--- src/rtl/pipe_pkg.sv ---
// Shared definitions for the 2-stage pipeline sequencer: state encodings,
// the default memory timeout and the wait-counter sizing helper.
package pipe_pkg;

  localparam int unsigned StateW            = 3;
  localparam int unsigned TimeoutCycDefault = 16;

  typedef enum logic [StateW-1:0] {
    StBoot    = 3'd0,
    StRun     = 3'd1,
    StMemWait = 3'd2,
    StFlush   = 3'd3,
    StError   = 3'd4
  } state_e;

  // The counter must hold the timeout value itself; a disabled timeout still needs one bit.
  function automatic int unsigned cnt_width(input int unsigned timeout);
    return (timeout == 0) ? 1 : $clog2(timeout + 1);
  endfunction

endpackage

--- src/rtl/stall_timer.sv ---
// Counts memory wait cycles and flags when the count reaches the limit.
// A limit of zero disables the timeout.
module stall_timer #(
  parameter int unsigned WIDTH = 1
) (
  input  logic             clk,
  input  logic             rst,
  input  logic             load,
  input  logic             inc,
  input  logic [WIDTH-1:0] limit,
  output logic             expired
);

  logic [WIDTH-1:0] r_cnt;

  always_ff @(posedge clk or posedge rst) begin
    if (rst) begin
      r_cnt <= '0;
    end else if (load) begin
      r_cnt <= WIDTH'(1);
    end else if (inc) begin
      r_cnt <= r_cnt + WIDTH'(1);
    end
  end

  assign expired = (limit != '0) && (r_cnt == limit);

endmodule

--- src/rtl/pipeline_sequencer.sv ---
// Sequencing controller for the fetch | decode-execute-writeback pipeline:
// PC/IR enables, branch bubbles, memory stalls, gated writeback and instret.
module pipeline_sequencer
  import pipe_pkg::*;
#(
  parameter int unsigned TIMEOUT_CYC = TimeoutCycDefault,
  parameter int unsigned CNT_W       = 32
) (
  input  logic             clk,
  input  logic             rst,
  input  logic             next_sel,
  input  logic             mem_en,
  input  logic             reg_write,
  input  logic             dmem_ready,
  output logic             pc_en,
  output logic             ir_en,
  output logic             valid,
  output logic             dmem_req,
  output logic             wb_en,
  output logic             mem_err,
  output logic [CNT_W-1:0] instret
);

  localparam int unsigned WaitW = cnt_width(TIMEOUT_CYC);

  state_e           r_state;
  state_e           w_state_next;
  logic             w_pc_en;
  logic             w_retire;
  logic             w_load;
  logic             w_inc;
  logic             w_expired;
  logic [CNT_W-1:0] r_instret;

  stall_timer #(
    .WIDTH (WaitW)
  ) u_stall_timer (
    .clk     (clk),
    .rst     (rst),
    .load    (w_load),
    .inc     (w_inc),
    .limit   (WaitW'(TIMEOUT_CYC)),
    .expired (w_expired)
  );

  always_ff @(posedge clk or posedge rst) begin
    if (rst) begin
      r_state   <= StBoot;
      r_instret <= '0;
    end else begin
      r_state   <= w_state_next;
      r_instret <= r_instret + CNT_W'(w_retire);
    end
  end

  always_comb begin
    w_state_next = r_state;
    w_pc_en      = 1'b0;
    dmem_req     = 1'b0;
    w_retire     = 1'b0;
    w_load       = 1'b0;
    w_inc        = 1'b0;
    unique case (r_state)
      StBoot: begin
        w_pc_en      = 1'b1;
        w_state_next = StRun;
      end
      StRun: begin
        dmem_req = mem_en;
        if (mem_en && !dmem_ready) begin
          w_load       = 1'b1;
          w_state_next = StMemWait;
        end else begin
          w_pc_en  = 1'b1;
          w_retire = 1'b1;
          if (next_sel) w_state_next = StFlush;
        end
      end
      StMemWait: begin
        dmem_req = 1'b1;
        if (dmem_ready) begin
          w_pc_en      = 1'b1;
          w_retire     = 1'b1;
          w_state_next = next_sel ? StFlush : StRun;
        end else begin
          w_inc = 1'b1;
          if (w_expired) w_state_next = StError;
        end
      end
      StFlush: begin
        // Wrong-path instruction in stage 2 is dropped; its controls are ignored.
        w_pc_en      = 1'b1;
        w_state_next = StRun;
      end
      StError: begin
        w_state_next = StError;
      end
      default: begin
        w_state_next = StBoot;
      end
    endcase
  end

  // BOOT drives pc_en high, so hold it off explicitly while reset is asserted.
  assign pc_en   = w_pc_en & ~rst;
  assign ir_en   = pc_en;
  assign wb_en   = reg_write & w_retire;
  assign valid   = (r_state == StRun) || (r_state == StMemWait);
  assign mem_err = (r_state == StError);
  assign instret = r_instret;

endmodule

--- config.mk ---
export PLATFORM = sky130hd
export DESIGN_NAME = pipeline_sequencer
export DESIGN_NICKNAME = d
export VERILOG_FILES = /design/src/rtl/pipe_pkg.sv /design/src/rtl/stall_timer.sv /design/src/rtl/pipeline_sequencer.sv
export SDC_FILE = /design/constraint.sdc
export NUM_CORES = 1
export LEC_CHECK = 0
export ABC_AREA = 0
export CORE_MARGIN = 5
export CORE_UTILIZATION = 45
export DETAILED_ROUTE_END_ITERATION = 8
export PLACE_DENSITY = 0.8
export SYNTH_ARGS = -nofsm -noshare
export SYNTH_HDL_FRONTEND = slang
export SYNTH_SLANG_ARGS = --single-unit
--- constraint.sdc ---
create_clock -name clk -period 2.18 [get_ports clk]
set_input_delay 0.436 -clock clk [delete_from_list [all_inputs] [get_ports clk]]
set_output_delay 0.436 -clock clk [all_outputs]
set_load 0.02 [all_outputs]
Word level (Yosys, flattened, before mapping)
Cells that the tools add are included.
- register bits after elaboration: 40
- input bits: 6
- output and inout bits: 38
- logic and storage cells: 39
- $add $sub $neg: 2
- eq/ne operators: 7
- multiplexer cells: 17
- bitwise gates (word level): 3
- reductions and logical operators: 7
- operators by type and width (operator ; number):
    adder 32 x 1 -> 32 bit ; 1
    two-way mux 3 bit ; 4
    one-hot mux 3 bit (4 select lines) ; 1
    two-way mux 5 bit ; 2
    == test 3 x 2 -> 1 bit, second input constant ; 2
    two-way mux 1 bit ; 6
    adder 5 x 1 -> 5 bit, second input constant ; 1
    == test 5 bit, second input constant ; 1
    one-hot mux 1 bit (2 select lines) ; 2
    == test 3 x 1 -> 1 bit, second input constant ; 1
    == test 3 bit, second input constant ; 1
    zero test 3 bit ; 1
    != test 3 x 2 -> 1 bit, second input constant ; 1
    != test 3 bit, second input constant ; 1
    one-hot mux 1 bit (3 select lines) ; 1
    bitwise AND 1 bit ; 2
    two-way mux 2 bit ; 1
    AND reduction 2 bit ; 1
    nonzero test 2 bit ; 1
    OR reduction 2 bit ; 1
    logical AND 1 bit ; 1
    zero test 1 bit ; 1
    logical OR 1 bit ; 1
    inverter 1 bit ; 1

Logic depth before layout (Yosys ltp)
- depth in word-level cells: 5
- depth in mapped cells: 9
- depth with buffers taken out: 9

Cells and area by module
A second synthesis with hierarchy kept.
- cells, all modules: 186
- area total of the unflattened synthesis: 1986.9 um2
- modules (own cells, without submodules) (module ; times used ; cells an instance ; area an instance (um2) ; seq. area each (um2)):
    pipeline_sequencer ; 1 ; 157 ; 1700.4 ; 875.8
    stall_timer ; 1 ; 29 ; 286.5 ; 125.1

Worst setup path before layout
Ideal clock, no wire load.
- path kind: register to output
- start: register r_state[0]
- end: output pc_en
- arrival time: 1.756 ns
- data required time: 1.744 ns
- slack: -0.012 ns
- cell stages (with the launch flop): 6
- path buffers: 1
- path through: dfrtp_1 -> nor2b_1 -> a22o_1 -> o21ba_2 -> nor3b_1 -> buf_4
- word-level cells in the longest chain between the ends: 4
- elaborated cells between the ends (all ways): 7
- those cells by class: eq/ne: 3; mux: 1; bitwise: 1; reduce/logical: 2
- ends and longest elaborated chain (element ; line ; text):
    from (decl) ; pipeline_sequencer.sv:26 ; state_e r_state;
    from (signal assigned) ; pipeline_sequencer.sv:48 ; r_state <= StBoot;
    from (signal assigned) ; pipeline_sequencer.sv:51 ; r_state <= w_state_next;
    == test 3 x 2 -> 1 bit / zero test 3 bit (equally long branches) ; pipeline_sequencer.sv:63 ; unique case (r_state)
    OR reduction 2 bit (no source line) ; - ;
    one-hot mux 1 bit (3 select lines) * ; pipeline_sequencer.sv:63 ;
    bitwise AND 1 bit * ; pipeline_sequencer.sv:105 ; assign pc_en = w_pc_en & ~rst;
    to (decl) ; pipeline_sequencer.sv:15 ; output logic pc_en,
Mark *: on every way between the ends. The rest lies on a longest branch, timed or not.

Worst setup path after layout
- start: register r_state[1]
- end: register r_instret[24] (netlist: instret[24])
- word-level cells in the longest chain between the ends: 3
- elaborated cells between the ends (all ways): 4
- those cells by class: add/sub: 1; eq/ne: 2; mux: 1
- ends and longest elaborated chain (element ; line ; text):
    == test 3 x 2 -> 1 bit / == test 3 x 1 -> 1 bit (equally long branches) ; pipeline_sequencer.sv:63 ;
    one-hot mux 1 bit (2 select lines) * ; pipeline_sequencer.sv:63 ;
    adder 32 x 1 -> 32 bit * ; pipeline_sequencer.sv:52 ; r_instret <= r_instret + CNT_W'(w_retire);
    to (signal assigned) ; pipeline_sequencer.sv:52 ;
    to (decl) ; pipeline_sequencer.sv:33 ; logic [CNT_W-1:0] r_instret;
Marks and branches as above.
A chain may end at the register's enable or synchronous reset.

==> results_dict.tcl <==
set metrics [dict create \
    grt_pass1_wl_um 6940 \
    place.gp.congestion 0.794 \
    insertion_delay_ns 0.29 \
    area_growth_pct 39.8 \
    slowest_stage "dfrtp_1" \
    pre_cts_ws_ns -0.572 \
    start_kind "register" \
    layout-drive-gt1-share_pct 19.5 \
    drv_slew 0 \
    antenna_found_initial 0 \
    post-route-period-util_pct 97.2 \
    grt_pass1_vias 1539 \
    crit_path_end_kind "register" \
    netlist_area_um2 1930 \
    netlist.area_leader.share_pct 51.9 \
    clock_path_buffers 2 \
    crit_type "reg -> reg" \
    maxCapViolations 0 \
    nets 251 \
    r2r_slack_ns 0.06 \
    fmax_ghz 0.472 \
    core_area_um2 4090 \
    async_flop_share_pct 100 \
    clk_pin_slew_ns 0.08 \
    routed_wl_um 4100 \
    ios 44 \
    synth-main-ff-cell "dfrtp_1" \
    path_cells "and2b_2 -> a22o_1 -> nor2b_4 -> buf_4 -> ha_4 -> ha_4 -> nand3_4 -> nor4_4 -> nand3_1 -> xnor2_1" \
    min_path_type "reg -> reg" \
    die_h_um 75.5 \
    hold_ws_ns 0.473 \
    synth_most_common_cell "dfrtp_1" \
    worstMarginPinSlew_ns 0.521 \
    rsz0062_at_grt "yes" \
    p_per_area_nw_per_um2 849 \
    ant_nets 0 \
    die_w_um 75.5 \
    max_stage_delay_ns 0.40 \
    critPathBufInv 1 \
    fin_crit_ns 2.12 \
    yosysWarnings 0 \
    cp.depth 10 \
    place_area_um2 2520 \
    dr.pass1.iters 4 \
    synth.avg_cell_area_um2 11.1 \
    dpl.hpwl_um 2910 \
    maxSlewHeadroom_pct 65.0 \
    grt_max_degree 41 \
    skew_ns 0.00940 \
    cts-root-buf "clkbuf_8" \
    htreeDepth 2 \
    drc 0 \
    synth.distinct_cells 30 \
    yosysTopAreaCell "dfrtp_1" \
    hold_violations 0 \
    grt_usage_pct 15.9 \
    n_antenna_cell 0 \
    vias 1525 \
    vdd_drop_max_mv 0.628 \
    critPathMaxFanout 5 \
    synth_nets 185 \
    portBuffers 43 \
    wl_per_cell_um 14.1 \
    start_util_pct 47.2 \
    cp_top_family "simple AND/OR/NAND/NOR gates" \
    fin_tns_setup_ns 0 \
    synth_edf_count 0 \
    setup_violations 0 \
    overflow 0 \
    rows 23 \
    r2r_cells 10 \
    ys_seq_area_share_pct 51.9 \
    ys_seq_elements 40 \
    crit_top_cell "ha_4" \
    yosys-top-cells-area "dfrtp_1 (52%), xnor2_1 (11%), xor2_1 (4.5%)" \
    drtIter0Drc 92 \
    finalPower_mw 2.29 \
    cts_tree "done" \
    finalWorstSetupSlack_ns 0.0613 \
    leakagePower_nw 1.24 \
    crit_arrival_ns 2.30 \
    final_area_um2 2700 \
    netlist_top_cells_count "dfrtp_1 (40), xnor2_1 (24), nor2_1 (15), nand4_1 (13), nand3_1 (12)" \
    status "complete, no violations" \
    cts_sinks 40 \
    hold_depth 1 \
    cts_buffers 5 \
    syn_inst 174 \
    crit_required_ns 2.36 \
    routed_via_density 5.24 \
    die_area_um2 5690 \
]
-- through the flow --
stage               utilization [%]  cells
floorplan                         -    174
global placement               61.8    279
detailed placement             61.8    279
CTS                            65.2    287
global route                   66.0    291
finish                         66.0    291
-- final timing paths --
path	startpoint	endpoint
max	r_state[1]$_DFFE_PP0P_	instret[24]$_DFF_PP0_
min	instret[31]$_DFF_PP0_	instret[31]$_DFF_PP0_
max reg2reg	r_state[1]$_DFFE_PP0P_	instret[24]$_DFF_PP0_
min reg2reg	instret[31]$_DFF_PP0_	instret[31]$_DFF_PP0_
max in group asynchronous	rst	r_state[2]$_DFFE_PP0P_
min in group asynchronous	rst	instret[0]$_DFF_PP0_
-- where the power goes --
group	switching, mW	total [mW]	internal, mW
Sequential	0.144	0.980	0.836
Clock	0.252	0.510	0.257
Combinational	0.381	0.800	0.419
-- layout by cell type (no fill, tap or decap), drive strengths merged --
cell / netlist / final
xor2: 10 / 10
a41o: 1 / 1
inv: 6 / 6
nand3: 12 / 12
nor3: 4 / 4
a22o: 1 / 1
clkbuf: 1 / 9
dlygate4sd2: 0 / 4
xnor2: 24 / 24
a21oi: 3 / 3
nor3b: 2 / 2
and2b: 1 / 1
o211ai: 1 / 1
nor2: 15 / 15
o21ba: 1 / 1
nand4: 14 / 14
dfrtp: 40 / 40
and4: 2 / 2
clkinvlp: 0 / 1
and2: 1 / 1
nor2b: 2 / 2
clkdlybuf4s50: 0 / 35
nand2: 11 / 11
nand4b: 2 / 2
nand2b: 3 / 3
nor4b: 1 / 1
buf: 3 / 22
ha: 5 / 5
and3: 7 / 7
nor4: 1 / 1
-- worst register-to-register path, cell delays in order, from the launching register on --
cell and delay [ns]:
dfrtp_1 0.40, and2b_2 0.24, a22o_1 0.16, nor2b_4 0.16, buf_4 0.12, ha_4 0.13
ha_4 0.13, nand3_4 0.10, nor4_4 0.25, nand3_1 0.16, xnor2_1 0.15
-- final cells by class --
cell class	instances	area, µm²
multi-input cells	124	960
inverters	6	22.5
well taps	50	62.6
repair buffers	63	556
flip-flops and latches	40	1000
clock inverters	1	7.51
fillers	325	1390
clock buffers	7	86.3
-- sequential cells by signal, summed over array words and instances (netlist names) --
name,cells
u_stall_timer.r_cnt,5
r_state,3
instret,32
-- metal layers --
layer	global-route usage [%]	routed length, µm
met5	0	0
met4	5.44	69
met3	4.88	292
met2	26.6	1970
met1	19.6	1770
-- cell families after synthesis --
logic type / synth area share [%]
AND/OR/NAND/NOR: 24.3
flip-flops: 51.9
XOR/XNOR: 15.4
buffers and inverters: 2.40
AO/OA/AOI/OAI: 2.66
adder cells (fa/ha/maj): 3.24
-- what timing repair did --
| action | CTS | global route |
|---|---|---|
| pin swaps | 3 | 8 |
| hold buffers | 0 | 0 |
| setup buffers | 0 | 4 |
| resized for setup | 25 | 8 |
| cloned | 0 | 0 |
| endpoints found under the hold margin | 0 | 0 |
| endpoints found under the setup margin | 29 | 19 |
(Power assumes the default switching activity.)
